### src/rtl/pixel_ctrl_gen.sv
// pixel_ctrl_gen -- pixel-stream timing generator.
//
// Walks a frame of (H_ACTIVE+H_BLANK) x (V_ACTIVE+V_BLANK) slots, one slot per
// cycle with valid_in=1, and emits the pixel control bus for each slot one
// cycle later. Runs continuously, or stops in IDLE after each frame in
// one-shot mode.
//
// Ports:
//   clk         system clock, rising edge
//   reset       synchronous active-high reset
//   valid_in    advance enable; position steps only when 1
//   one_shot    0 = continuous frames, 1 = stop after each frame
//   start       one-cycle pulse that leaves IDLE
//   hStart/hEnd first/last active pixel of an active line
//   vStart/vEnd first/last active pixel of the frame
//   valid       active pixel qualifier
//   hcount/vcount position of the emitted slot
//   frame_done  pulse on the last slot of the total frame (incl. blanking)
//   busy        1 while slots are being emitted in RUN
//   frame_cnt   (only with PIXEL_CTRL_FRAME_CNT_EN) 16-bit completed-frame count
//
// Optional feature macro: PIXEL_CTRL_FRAME_CNT_EN
module pixel_ctrl_gen #(
  parameter int H_ACTIVE = 16,
  parameter int V_ACTIVE = 12,
  parameter int H_BLANK  = 4,
  parameter int V_BLANK  = 2,
  parameter int CW       = 12
) (
  input  logic          clk,
  input  logic          reset,
  input  logic          valid_in,
  input  logic          one_shot,
  input  logic          start,
  output logic          hStart,
  output logic          hEnd,
  output logic          vStart,
  output logic          vEnd,
  output logic          valid,
  output logic [CW-1:0] hcount,
  output logic [CW-1:0] vcount,
  output logic          frame_done,
`ifdef PIXEL_CTRL_FRAME_CNT_EN
  output logic [15:0]   frame_cnt,
`endif
  output logic          busy
);

  localparam logic [CW-1:0] H_ACT  = CW'(H_ACTIVE);
  localparam logic [CW-1:0] V_ACT  = CW'(V_ACTIVE);
  localparam logic [CW-1:0] H_AEND = CW'(H_ACTIVE - 1);
  localparam logic [CW-1:0] V_AEND = CW'(V_ACTIVE - 1);
  localparam logic [CW-1:0] H_LAST = CW'(H_ACTIVE + H_BLANK - 1);
  localparam logic [CW-1:0] V_LAST = CW'(V_ACTIVE + V_BLANK - 1);

  typedef enum logic {IDLE = 1'b0, RUN = 1'b1} state_t;

  state_t        state_reg, state_next;
  logic [CW-1:0] h_reg, h_next;
  logic [CW-1:0] v_reg, v_next;
  // Auto-run is only granted once after reset; later IDLE periods need start.
  logic          auto_reg, auto_next;
  logic          emit;

  // Decode of the slot currently addressed by the counters.
  logic act_d, hs_d, he_d, vs_d, ve_d, fd_d;

  always_comb begin
    act_d = (h_reg < H_ACT) && (v_reg < V_ACT);
    hs_d  = act_d && (h_reg == '0);
    he_d  = act_d && (h_reg == H_AEND);
    vs_d  = hs_d && (v_reg == '0);
    ve_d  = he_d && (v_reg == V_AEND);
    fd_d  = (h_reg == H_LAST) && (v_reg == V_LAST);
  end

  always_comb begin
    state_next = state_reg;
    h_next     = h_reg;
    v_next     = v_reg;
    auto_next  = auto_reg;
    emit       = 1'b0;
    case (state_reg)
      IDLE: begin
        h_next = '0;
        v_next = '0;
        if (start || (auto_reg && !one_shot)) begin
          state_next = RUN;
          auto_next  = 1'b0;
        end
      end
      RUN: begin
        // start is ignored here, so a start coinciding with the final-slot
        // exit is simply dropped.
        if (valid_in) begin
          emit = 1'b1;
          if (h_reg == H_LAST) begin
            h_next = '0;
            if (v_reg == V_LAST) begin
              v_next = '0;
              if (one_shot) state_next = IDLE;
            end else begin
              v_next = v_reg + CW'(1);
            end
          end else begin
            h_next = h_reg + CW'(1);
          end
        end
      end
      default: state_next = IDLE;
    endcase
  end

  always_ff @(posedge clk) begin
    if (reset) begin
      state_reg <= IDLE;
      h_reg     <= '0;
      v_reg     <= '0;
      auto_reg  <= 1'b1;
    end else begin
      state_reg <= state_next;
      h_reg     <= h_next;
      v_reg     <= v_next;
      auto_reg  <= auto_next;
    end
  end

  // Registered output stage: one cycle behind the counters.
  always_ff @(posedge clk) begin
    if (reset) begin
      hStart     <= 1'b0;
      hEnd       <= 1'b0;
      vStart     <= 1'b0;
      vEnd       <= 1'b0;
      valid      <= 1'b0;
      frame_done <= 1'b0;
      hcount     <= '0;
      vcount     <= '0;
      busy       <= 1'b0;
    end else begin
      // busy tracks the emitted slots, so it falls the cycle after frame_done.
      busy       <= (state_reg == RUN);
      hStart     <= emit && hs_d;
      hEnd       <= emit && he_d;
      vStart     <= emit && vs_d;
      vEnd       <= emit && ve_d;
      valid      <= emit && act_d;
      frame_done <= emit && fd_d;
      if (emit) begin
        hcount <= h_reg;
        vcount <= v_reg;
      end else if (state_reg == IDLE) begin
        hcount <= '0;
        vcount <= '0;
      end
    end
  end

`ifdef PIXEL_CTRL_FRAME_CNT_EN
  // Increments on the same edge that raises frame_done.
  always_ff @(posedge clk) begin
    if (reset) begin
      frame_cnt <= 16'd0;
    end else if (emit && fd_d) begin
      frame_cnt <= frame_cnt + 16'd1;
    end
  end
`endif

endmodule

### config.mk
export PLATFORM = sky130hd
export DESIGN_NAME = pixel_ctrl_gen
export DESIGN_NICKNAME = d
export VERILOG_FILES = /design/src/rtl/pixel_ctrl_gen.sv
export SDC_FILE = /design/constraint.sdc
export NUM_CORES = 1
export LEC_CHECK = 0
export BUFFER_PORTS_ARGS = -buffer_cell sky130_fd_sc_hd__buf_2
export CAP_MARGIN = 30
export CORE_UTILIZATION = 60
export CTS_CLUSTER_SIZE = 25
export DETAILED_ROUTE_END_ITERATION = 8
export GPL_ROUTABILITY_DRIVEN = 0
export PLACE_DENSITY_LB_ADDON = 0.12
export SLEW_MARGIN = 20
export SYNTH_ARGS = -nofsm -noshare
export SYNTH_HDL_FRONTEND = slang
export SYNTH_SLANG_ARGS = --single-unit
### constraint.sdc
create_clock -name clk -period 2.84 [get_ports clk]
set_clock_uncertainty 0.2 [all_clocks]
set_input_delay 0.71 -clock clk [delete_from_list [all_inputs] [get_ports clk]]
set_output_delay 0.71 -clock clk [all_outputs]
set_load 0.01 [all_outputs]
==> results of run 1 <==
==> worst max-delay path, stage by stage (launching register included) <==
cell and delay (ns):
dfxtp_1 0.38, nor4_1 0.50, nand3_1 0.48, o21ai_0 0.54, o21ai_0 0.16
==> worst min path at each step <==
stage / end / start / cells past startpoint / slack [ns]
final: auto_reg / auto_reg / 1 / 0.26
after CTS: auto_reg / auto_reg / 1 / 0.25
after global placement: auto_reg / auto_reg / 1 / 0.23
after floorplan: auto_reg / auto_reg / 1 / 0.23
after detailed placement: auto_reg / auto_reg / 1 / 0.24
after global routing: auto_reg / auto_reg / 1 / 0.26
==> cell usage after synthesis (2+ instances only) <==
cell,count
or4_1,3
xor2_1,5
and4_1,3
nor2_1,25
buf_2,4
dfxtp_1,57
ha_1,5
o31ai_1,2
a31oi_1,2
nor4_1,4
nand2_1,28
a22o_1,17
or3_1,3
clkbuf_1,9
nand4_1,8
nand3_1,10
a21oi_1,14
inv_1,9
nand2b_1,2
and2_1,2
xnor2_1,2
mux2i_1,7
o22ai_1,5
nor3_1,3
o21ai_0,5
and3_1,6
==> per-layer routing <==
metal	global-route usage (%)	part of all wire (%)	up-vias	wire length, um
met3	5.208	5.0	12	254
met1	35.65	50	959	2557
met2	39.05	43	68	2191
li1	-	-	1019	-
met4	14.95	2.3	0	120
met5	0	0	-	0
==> power by group through the flow <==
stage	Sequential, mW	Clock [mW]	Combinational [mW]
2_1_floorplan	0.833	0	0.0515
3_3_place_gp	0.832	0	0.0770
3_5_place_dp	0.832	0	0.0785
4_1_cts	0.815	0.663	0.0787
5_1_grt	0.815	0.706	0.0870
6_report	0.815	0.659	0.0785
==> cells in the final DEF (no fill, tap or decap), drive strengths merged, types with 2 or more instances in the layout <==
cell	netlist	layout
a21oi	14	14
a22o	17	17
a31oi	2	2
a41oi	2	2
and2	2	2
and3	6	6
and4	4	4
buf	7	39
clkbuf	9	13
dfxtp	57	57
ha	5	5
inv	9	9
mux2i	7	7
nand2	28	28
nand2b	2	2
nand3	10	10
nand4	8	8
nor2	25	25
nor3	4	4
nor4	5	5
o21ai	5	5
o22ai	5	5
o31ai	2	2
or3	4	4
or4	3	3
xnor2	2	2
xor2	5	5
==> stage by stage <==
step           cell area, um2  total power [mW]  utilization [%]  setup WS [ns]
6_report                 2765             1.553            73.32         0.4572
5_1_grt                  2765             1.609            73.32         0.2165
4_1_cts                  2765             1.557            73.32         0.4474
3_5_place_dp             2596            0.9107            68.85         0.4634
3_3_place_gp             2594            0.9092            68.78         0.2718
2_1_floorplan            2416            0.8849                -         0.8210
==> final cells by class <==
type / instances / area (um2)
timing repair buffer: 39 / 205.2
multi-input combinational: 180 / 1156
inverter: 9 / 33.78
clock buffer: 13 / 168.9
sequential: 57 / 1141
tap: 48 / 60.06
fill: 287 / 1006
==> cell families after synthesis <==
group           count (synthesis)  synth area share (%)
mux                             7                 2.900
fa+ha+maj                       5                 2.589
simple gates                  107                 23.67
buf+inv                        25                 5.023
compound gates                 54                 16.05
xor+xnor                        7                 2.538
flops                          57                 47.23
==> metrics.md, run 1 <==
| Metric | Value |
|---|---|
| Final Routed Wirelength | roughly 5100 um |
| Yosys synthesis warning count | 0 |
| Setup TNS | 0 ns |
| Crit Path Class | reg2reg |
| Worst Reg-to-Reg Cells | 4 |
| Period utilization | between 80% and 90% |
| Inst Count DP | 333 |
| RSZ-0062 raised after global routing | false |
| DRC | 0 |
| Status | complete, no violations |
| Die Y-Extent | roughly 65 um |
| Worst Setup SP | v_reg[4] |
| CTS tree | yes |
| Max Buffers Root-to-Sink | 2 |
| GRT Total Usage | 26.40% |
| Critical Path Sink | state_reg |
| Hold Slack | roughly 0.26 ns |
| Worst EP required | ~2.8 ns |
| Clk_lat worst skew | approximately 0.33 ns |
| Finish-stage setup viols | 0 |
| Worst setup EP type | flip-flop |
| Flops & latches, synth | 57 |
| Max capacitance violation total | 0 |
| I/O Pins | 36 |
| CTS resizes | 0 |
| Clk root buf | clkbuf_8 |
| 1st-iter DRT viols | 178 |
| Die Area | roughly 4300 um2 |
| Wire length per cell | between 10 and 15 um |
| Clock power frac | between 40% and 50% |
| Crit-path max FO | 13 |
| Cell taking the most area after synthesis | dfxtp_1 |
| Mapped Avg Cell Area | a little over 9 um2 |
| Crit path time final | roughly 2.4 ns |
| Pint | 1.207 mW |
| Synthesis-to-layout area growth | 14.45% |
| Worst r2r src | v_reg[4] |
| CTS sink cnt | between 50 and 60 |
| Number of cells in the finished layout apart from fillers | 346 |
| Arrival @ worst endpoint | about 2.4 ns |
| Prevailing post-synth register cell | dfxtp_1 |
| First-pass GRT wire length | ~8400 um |
| Post-synth net total | about 270 |
| H-tree Lvls | 3 |
| Final Max Tran Viols | 0 |
| Power density cells | around 560 nW/um2 |
| Setup repair bufs after CTS | 0 |
| Via-per-instance ratio | ~5.9 |
| Post-detail-place hpwl | approximately 3600 um |
| Largest net degree at the start of global routing | 18 |
| Worst-Margin Slew | roughly 0.75 ns |
| Worst-path clk slew | about 0.060 ns |
| Diodes inserted | 0 |
| Flop pwr share | 52.5% |
| Synth cell types | between 40 and 50 |
| Pleak | about 1.1 nW |
| # nets final | between 300 and 400 |
| Relative slew margins | ~50% |
| Row cnt | 22 |
| GRT Residual Overflow | 0 |
| Number of synthesized flops with an enable pin | 0 |
| Mapped cell area | ~2400 um2 |
| Hold crit path type | reg2reg |
| Worst R2R End | state_reg |
| Vias | roughly 2,100 |
| Max VDD drop | 320.5 uV |
| Switching pwr | between 300 and 400 uW |
| Combinational power share | between 5 and 6% |
| Sw Ratio | roughly 22% |
| Hold Buf Count CTS | 0 |
| Post-synth ARST share | 0% |
| Vias in the first global route | about 1,800 |
| Final ANT Viol Nets | 0 |
| Post-synth top area share | between 40 and 50% |
| Worst reg-to-reg setup slack | roughly 0.46 ns |
| Total CTS buffers | 9 |
| Ranking of synthesized cells by area | dfxtp_1, a22o_1, nand2_1 |
| Critical Path Start Type | flip-flop |
| DRT Pass-1 Iters | 4 |
| Initial Util | ~64% |
| Achievable clock frequency | approximately 0.42 GHz |
| Number of port buffers | 35 |
| Die Width | 65.46 um |
| Final hold viol count | 0 |
| Initial antenna violation count | 0 |
| Synth Instances | between 200 and 300 |
| Core area | approximately 3800 um2 |
| Register area share after synthesis | 47.23% |
| Share of cells above drive strength 1 | between 10% and 20% |
Power figures use the tool's default switching activity.
==> run 2: changes to the inputs <==
- ABC_AREA: default -> 1
- CORE_UTILIZATION: 60 -> 56
- clock period: 2.84 -> 2.5 ns (I/O delays scaled with it)
==> metrics.md, run 2 <==
| Metric | Value |
|---|---|
| Worst-Margin Slew | 0.3078 ns (was 0.7543 ns) |
| 1st-iter DRT viols | 174 (was 178) |
| CTS sink cnt | 57 (unchanged) |
| Worst Reg-to-Reg Cells | 8 (was 4) |
| Max Buffers Root-to-Sink | 2 (unchanged) |
| Ranking of synthesized cells by area | dfxtp_1, nand2_1, nand3_1 (was dfxtp_1, a22o_1, nand2_1) |
| DRC | 0 (unchanged) |
| Met3 Use GR | 6.250% (was 5.208%) |
| Final Routed Wirelength | 5749 um (was 5123 um) |
| CTS tree | yes (unchanged) |
| Core area | 4384 um2 (was 3771 um2) |
| Vias in the first global route | 2,063 (was 1,801) |
| Post-synth ARST share | 0% (unchanged) |
| Crit-path max FO | 11 (was 13) |
| Final ANT Viol Nets | 0 (unchanged) |
| Arrival @ worst endpoint | 1.97 ns (was 2.38 ns) |
| Hold EP | hcount[11] (was auto_reg) |
| Vias | 2,271 (was 2,058) |
| Clk_lat worst skew | 0.34 ns (was 0.33 ns) |
| GRT Total Usage | 25.69% (was 26.40%) |
| Setup TNS | 0 ns (unchanged) |
| Flops & latches, synth | 57 (unchanged) |
| Total power | 1.883 mW (was 1.553 mW) |
| Number of synthesized flops with an enable pin | 0 (unchanged) |
| Die Area | 4850 um2 (was 4284 um2) |
| H-tree Lvls | 3 (unchanged) |
| Final hold viol count | 0 (unchanged) |
| Diodes inserted | 0 (unchanged) |
| Status | complete, no violations (unchanged) |
| Mapped cell area | 2562 um2 (was 2416 um2) |
| Commonest cells in the netlist | nand2_1, dfxtp_1, nand3_1 (was dfxtp_1, nand2_1, nor2_1) |
| DRT Pass-1 Iters | 4 (unchanged) |
| Hold path startpoint | hcount[11] (was auto_reg) |
| Power density cells | 637.3 nW/um2 (was 561.5 nW/um2) |
| Number of port buffers | 35 (unchanged) |
| Synth cell types | 31 (was 48) |
| Synth Instances | 350 (was 262) |
| Most frequent cells in the layout | nand2_1, dfxtp_1, nand3_1 (was dfxtp_1, buf_2, nand2_1) |
| Post-synth net total | 360 (was 272) |
| Crit Path Class | reg2reg (unchanged) |
| Critical Path Start Type | flip-flop (unchanged) |
| Worst EP required | 2.53 ns (was 2.83 ns) |
| Met2 GRT Util | 37.76% (was 39.05%) |
| Worst R2R End | v_reg[9] (was state_reg) |
| Total CTS buffers | 9 (unchanged) |
| Mapped Avg Cell Area | 7.321 um2 (was 9.222 um2) |
| Share of cells above drive strength 1 | 16.79% (was 19.80%) |
| Finish-stage setup viols | 0 (unchanged) |
| Hold depth | 2 (was 1) |
| CTS resizes | 0 (unchanged) |
| Yosys synthesis warning count | 0 (unchanged) |
| Post-detail-place hpwl | 4141 um (was 3604 um) |
| Row cnt | 24 (was 22) |
| Die Width | 69.65 um (was 65.46 um) |
| Achievable clock frequency | 0.5134 GHz (was 0.4197 GHz) |
| Die Y-Extent | 69.65 um (was 65.46 um) |
| Clk root buf | clkbuf_8 (unchanged) |
| Crit path time final | 1.948 ns (was 2.383 ns) |
| Commonest non-fill, non-tap cell in the layout | nand2_1 (was dfxtp_1) |
| Largest net degree at the start of global routing | 27 (was 18) |
| Max capacitance violation total | 0 (unchanged) |
| RSZ-0062 raised after global routing | false (unchanged) |
| Worst setup EP type | flip-flop (unchanged) |
| Post-synth top area share | 44.53% (was 47.23%) |
| # nets final | 398 (was 306) |
| Hold Buf Count CTS | 0 (unchanged) |
| Via-per-instance ratio | 5.103 (was 5.948) |
| Synthesis-to-layout area growth | 15.28% (was 14.45%) |
| Initial antenna violation count | 0 (unchanged) |
| Met1 usage | 36.20% (was 35.65%) |
| First-pass GRT wire length | 9708 um (was 8418 um) |
| Hold crit path type | reg2reg (unchanged) |
| Cell taking the most area after synthesis | dfxtp_1 (unchanged) |
| Pleak | 1.215 nW (was 1.142 nW) |
| Relative slew margins | 79.46% (was 49.66%) |
| I/O Pins | 36 (unchanged) |
| Initial Util | 58.45% (was 64.07%) |
| Setup repair bufs after CTS | 0 (unchanged) |
| Final Max Tran Viols | 0 (unchanged) |
| Top Usage Layer GRT | met2 (unchanged) |
| GRT Residual Overflow | 0 (unchanged) |
| Period utilization | 77.91% (was 83.90%) |
| Worst-path clk slew | 0.06 ns (about the same) |
| Register area share after synthesis | 44.53% (was 47.23%) |
| Most frequent cell after synthesis | nand2_1 (was dfxtp_1) |
| Prevailing post-synth register cell | dfxtp_1 (unchanged) |
| Worst reg-to-reg setup slack | 0.55 ns (was 0.46 ns) |
| Wire length per cell | 12.92 um (was 14.81 um) |
| Max VDD drop | 356.5 uV (was 320.5 uV) |
| Worst r2r src | h_reg[1] (was v_reg[4]) |
run 2: changes by cell type in the layout (fill, tap and decap cells not counted), sizes merged, moves of 7 or more:
| cell | before | now |
|---|---|---|
| inv | 9 | 33 |
| o21ai | 5 | 22 |
| nand4 | 8 | 1 |
| a22o | 17 | 0 |
| mux2i | 7 | 0 |
| nor3 | 4 | 12 |
| nand3 | 10 | 43 |
| nor2 | 25 | 44 |
| nand2 | 28 | 88 |
run 2: final cells by class:
type                    count  area (um2)
clock inverters             3       40.04
flip-flops and latches     57        1141
inverters                  35       131.4
well taps                  52       65.06
fillers                   390        1430
clock buffers              13       148.9
multi-input cells         247        1230
repair buffers             38       197.7
run 2: worst max path at each step:
stage / startpoint / cells after the start / to
after floorplan: reset / 6 / vEnd
after global placement: reset / 6 / vEnd
after detailed placement: reset / 6 / vStart
after CTS: h_reg[1] / 8 / v_reg[9]
after global routing: h_reg[1] / 8 / v_reg[10]
final: h_reg[1] / 8 / v_reg[9]
run 2: logic make-up after synthesis:
kind of cell | after synthesis | synth area share (%)
compound gates | 44 | 8.741
xor+xnor | 7 | 2.393
fa+ha+maj | 5 | 2.441
buf+inv | 46 | 7.471
flops | 57 | 44.53
simple gates | 191 | 34.42
run 2: power breakdown:
part	switching [mW]	internal, mW
registers	0.00493	0.921
clock network	0.344	0.485
logic	0.0954	0.0326
total	0.444	1.44
run 2: critical path, cell delays in order (launching register included):
cell     delay, ns
dfxtp_1       0.37
ha_1          0.23
nand2_1       0.10
nor3_4        0.22
nand3_4       0.19
nand3_2       0.26
inv_1         0.13
nand2_1       0.08
nand2_1       0.05
run 2: through the flow:
step | util (%) | hold WS, ns | cells | instance area, um2 | worst slack, ns
6_report | 67.38 | 0.2564 | 445 | 2954 | 0.5522
5_1_grt | 67.38 | 0.2828 | 445 | 2954 | 0.4074
4_1_cts | 67.38 | 0.2606 | 445 | 2954 | 0.5620
3_5_place_dp | 63.07 | 0.2503 | 429 | 2765 | 0.4710
3_3_place_gp | 63.07 | 0.2447 | 429 | 2765 | 0.5574
2_1_floorplan | - | 0.2262 | 350 | 2562 | 0.8193
run 2: metal layers:
metal,vias up,wire length (um)
li1,1201,-
met4,0,67
met2,57,2539
met1,1002,2802
met5,-,0
met3,11,340
==> run 3: changes to the inputs <==
- clock period: 2.5 -> 1.9 ns (I/O delays scaled with it)
==> metrics.md, run 3 (same netlist as run 2, synthesis figures left out) <==
| Metric | Value |
|---|---|
| Status | complete, no violations (unchanged) |
| Row cnt | 24 (unchanged) |
| Crit Path Class | reg2reg (unchanged) |
| Setup ws final | 0.1191 ns (was 0.5522 ns) |
| Setup TNS | 0 ns (unchanged) |
| DRC | 0 (unchanged) |
| Critical-path top delay cell | dfxtp_1 (unchanged) |
| Vias in the first global route | 2,042 (was 2,063) |
| I/O Pins | 36 (unchanged) |
| Worst r2r src | h_reg[1] (unchanged) |
| Post-detail-place hpwl | 4111 um (was 4141 um) |
| Final instance area | 3053 um2 (was 2954 um2) |
| Hold crit path type | in2reg (was reg2reg) |
| Synthesis-to-layout area growth | 19.14% (was 15.28%) |
| Worst-Margin Slew | 0.3093 ns (was 0.3078 ns) |
| Crit-path max FO | 8 (was 11) |
| Max capacitance violation total | 0 (unchanged) |
| GRT Residual Overflow | 0 (unchanged) |
| Max incr delay on CP | 0.41 ns (was 0.37 ns) |
| Final hold viol count | 0 (unchanged) |
| Total CTS buffers | 9 (unchanged) |
| Power density cells | 881.8 nW/um2 (was 637.3 nW/um2) |
| Worst-path cell chain | ha_4 -> nand2_1 -> nor3_4 -> nand3_4 -> nand3_2 -> buf_4 -> nor3_1 (was ha_1 -> nand2_1 -> nor3_4 -> nand3_4 -> nand3_2 -> inv_1 -> nand2_1 -> nand2_1) |
| Hold EP | busy (was hcount[11]) |
| Diodes inserted | 0 (unchanged) |
| First-pass GRT wire length | 9515 um (was 9708 um) |
| H-tree Lvls | 3 (unchanged) |
| Worst R2R End | h_reg[2] (was v_reg[9]) |
| Final Max Tran Viols | 0 (unchanged) |
| Worst EP required | 1.93 ns (was 2.53 ns) |
| Wire length per cell | 12.53 um (was 12.92 um) |
| Hold path startpoint | reset (was hcount[11]) |
| Inst Count DP | 434 (was 429) |
| Pleak | 1.258 nW (was 1.215 nW) |
| CTS tree | yes (unchanged) |
| Initial Util | 58.45% (unchanged) |
| Commonest non-fill, non-tap cell in the layout | nand2_1 (unchanged) |
| Number of port buffers | 35 (unchanged) |
| DRT Pass-1 Iters | 4 (unchanged) |
| Core area | 4384 um2 (unchanged) |
| Worst Reg-to-Reg Cells | 7 (was 8) |
| Crit path time final | 1.781 ns (was 1.948 ns) |
| Die Y-Extent | 69.65 um (unchanged) |
| Max VDD drop | 767.5 uV (was 356.5 uV) |
| CTS sink cnt | 57 (unchanged) |
| Achievable clock frequency | 0.5615 GHz (was 0.5134 GHz) |
| Period utilization | 93.73% (was 77.91%) |
| Worst-path clk slew | 0.07 ns (was 0.06 ns) |
| # nets final | 404 (was 398) |
| Total power | 2.692 mW (was 1.883 mW) |
| Relative slew margins | 79.35% (was 79.46%) |
| GRT Total Usage | 24.86% (was 25.69%) |
| Final ANT Viol Nets | 0 (unchanged) |
| Fillers | 378 (was 390) |
| Max Buffers Root-to-Sink | 2 (unchanged) |
| Hold Buf Count CTS | 0 (unchanged) |
| Share of cells above drive strength 1 | 19.30% (was 16.79%) |
| Die Width | 69.65 um (unchanged) |
| Initial antenna violation count | 0 (unchanged) |
| Number of cells in the finished layout apart from fillers | 451 (was 445) |
| Die Area | 4850 um2 (unchanged) |
| Most frequent cells in the layout | nand2_1, dfxtp_1, nand3_1 (unchanged) |
| Largest net degree at the start of global routing | 21 (was 27) |
| Via-per-instance ratio | 5.228 (was 5.103) |
| 1st-iter DRT viols | 137 (was 174) |
| Final Routed Wirelength | 5652 um (was 5749 um) |
| Critical Path Start Type | flip-flop (unchanged) |
| RSZ-0062 raised after global routing | false (unchanged) |
| Clk root buf | clkbuf_8 (unchanged) |
| Arrival @ worst endpoint | 1.81 ns (was 1.97 ns) |
| Clk_lat worst skew | 0.34 ns (about the same) |
| Vias | 2,358 (was 2,271) |
| Finish-stage setup viols | 0 (unchanged) |
| Placed instance area | 2803 um2 (was 2765 um2) |
| Worst slack, placed | 0.1108 ns (was 0.4710 ns) |
| Worst setup EP type | flip-flop (unchanged) |
| Worst reg-to-reg setup slack | 0.12 ns (was 0.55 ns) |
| Hold depth | 2 (unchanged) |
==> run 3: cell types whose count changed in the layout (fill, tap and decap cells not counted), sizes merged <==
| cell | before | now |
|---|---|---|
| buf | 38 | 44 |
| clkbuf | 13 | 11 |
| bufinv | 1 | 2 |
| clkinvlp | 0 | 1 |
==> run 3: layout make-up <==
| class | instances | area [um2] | share of cell area [%] |
|---|---|---|---|
| clock buffers | 11 | 151.4 | 4.959 |
| clock inverters | 5 | 77.57 | 2.541 |
| inverters | 35 | 131.4 | 4.303 |
| multi-input cells | 247 | 1242 | 40.70 |
| flip-flops and latches | 57 | 1142 | 37.42 |
| well taps | 52 | 65.06 | 2.131 |
| repair buffers | 44 | 242.7 | 7.951 |
==> run 3: per-layer routing <==
layer	routed length [um]	GRT usage, %
met1	2806	35.09
met3	308	5.959
met4	99	11.33
met2	2437	35.92
met5	0	0
==> run 3: worst max-delay path by stage <==
stage | startpoint | to | slack [ns] | cells past startpoint
detailed placement | h_reg[1] | h_reg[3] | 0.11 | 7
floorplan | h_reg[1] | v_reg[1] | 0.30 | 7
CTS | h_reg[1] | h_reg[3] | 0.09 | 7
global route | h_reg[1] | v_reg[1] | 0.006 | 7
finish | h_reg[1] | h_reg[2] | 0.12 | 7
global placement | h_reg[1] | v_reg[1] | 0.13 | 7
==> run 3: worst max-delay path, delay by kind of cell (launching register included) <==
family	cells	cell delay, ns
fa+ha+maj	1	0.17
simple gates	5	0.72
flops	1	0.41
buf+inv	1	0.17
==> run 3: timing repair <==
action,in CTS,in global routing
endpoints found under the setup margin,0,15
hold endpoints to repair,0,0
gates resized for setup,0,3
setup buffers,0,1
==> run 3: through the flow <==
stage	utilization, %	hold WS, ns
after floorplan	-	0.2262
after global placement	63.93	0.2416
after detailed placement	63.93	0.2390
after CTS	69.15	0.1866
after global routing	69.63	0.2117
final	69.63	0.1964
==> run 3: report_power, final <==
part	leakage (nW)	total, mW	internal (mW)	switching [mW]
clock network	0.115	1.29	0.804	0.489
registers	0.461	1.22	1.21	0.00853
logic	0.682	0.178	0.0513	0.126
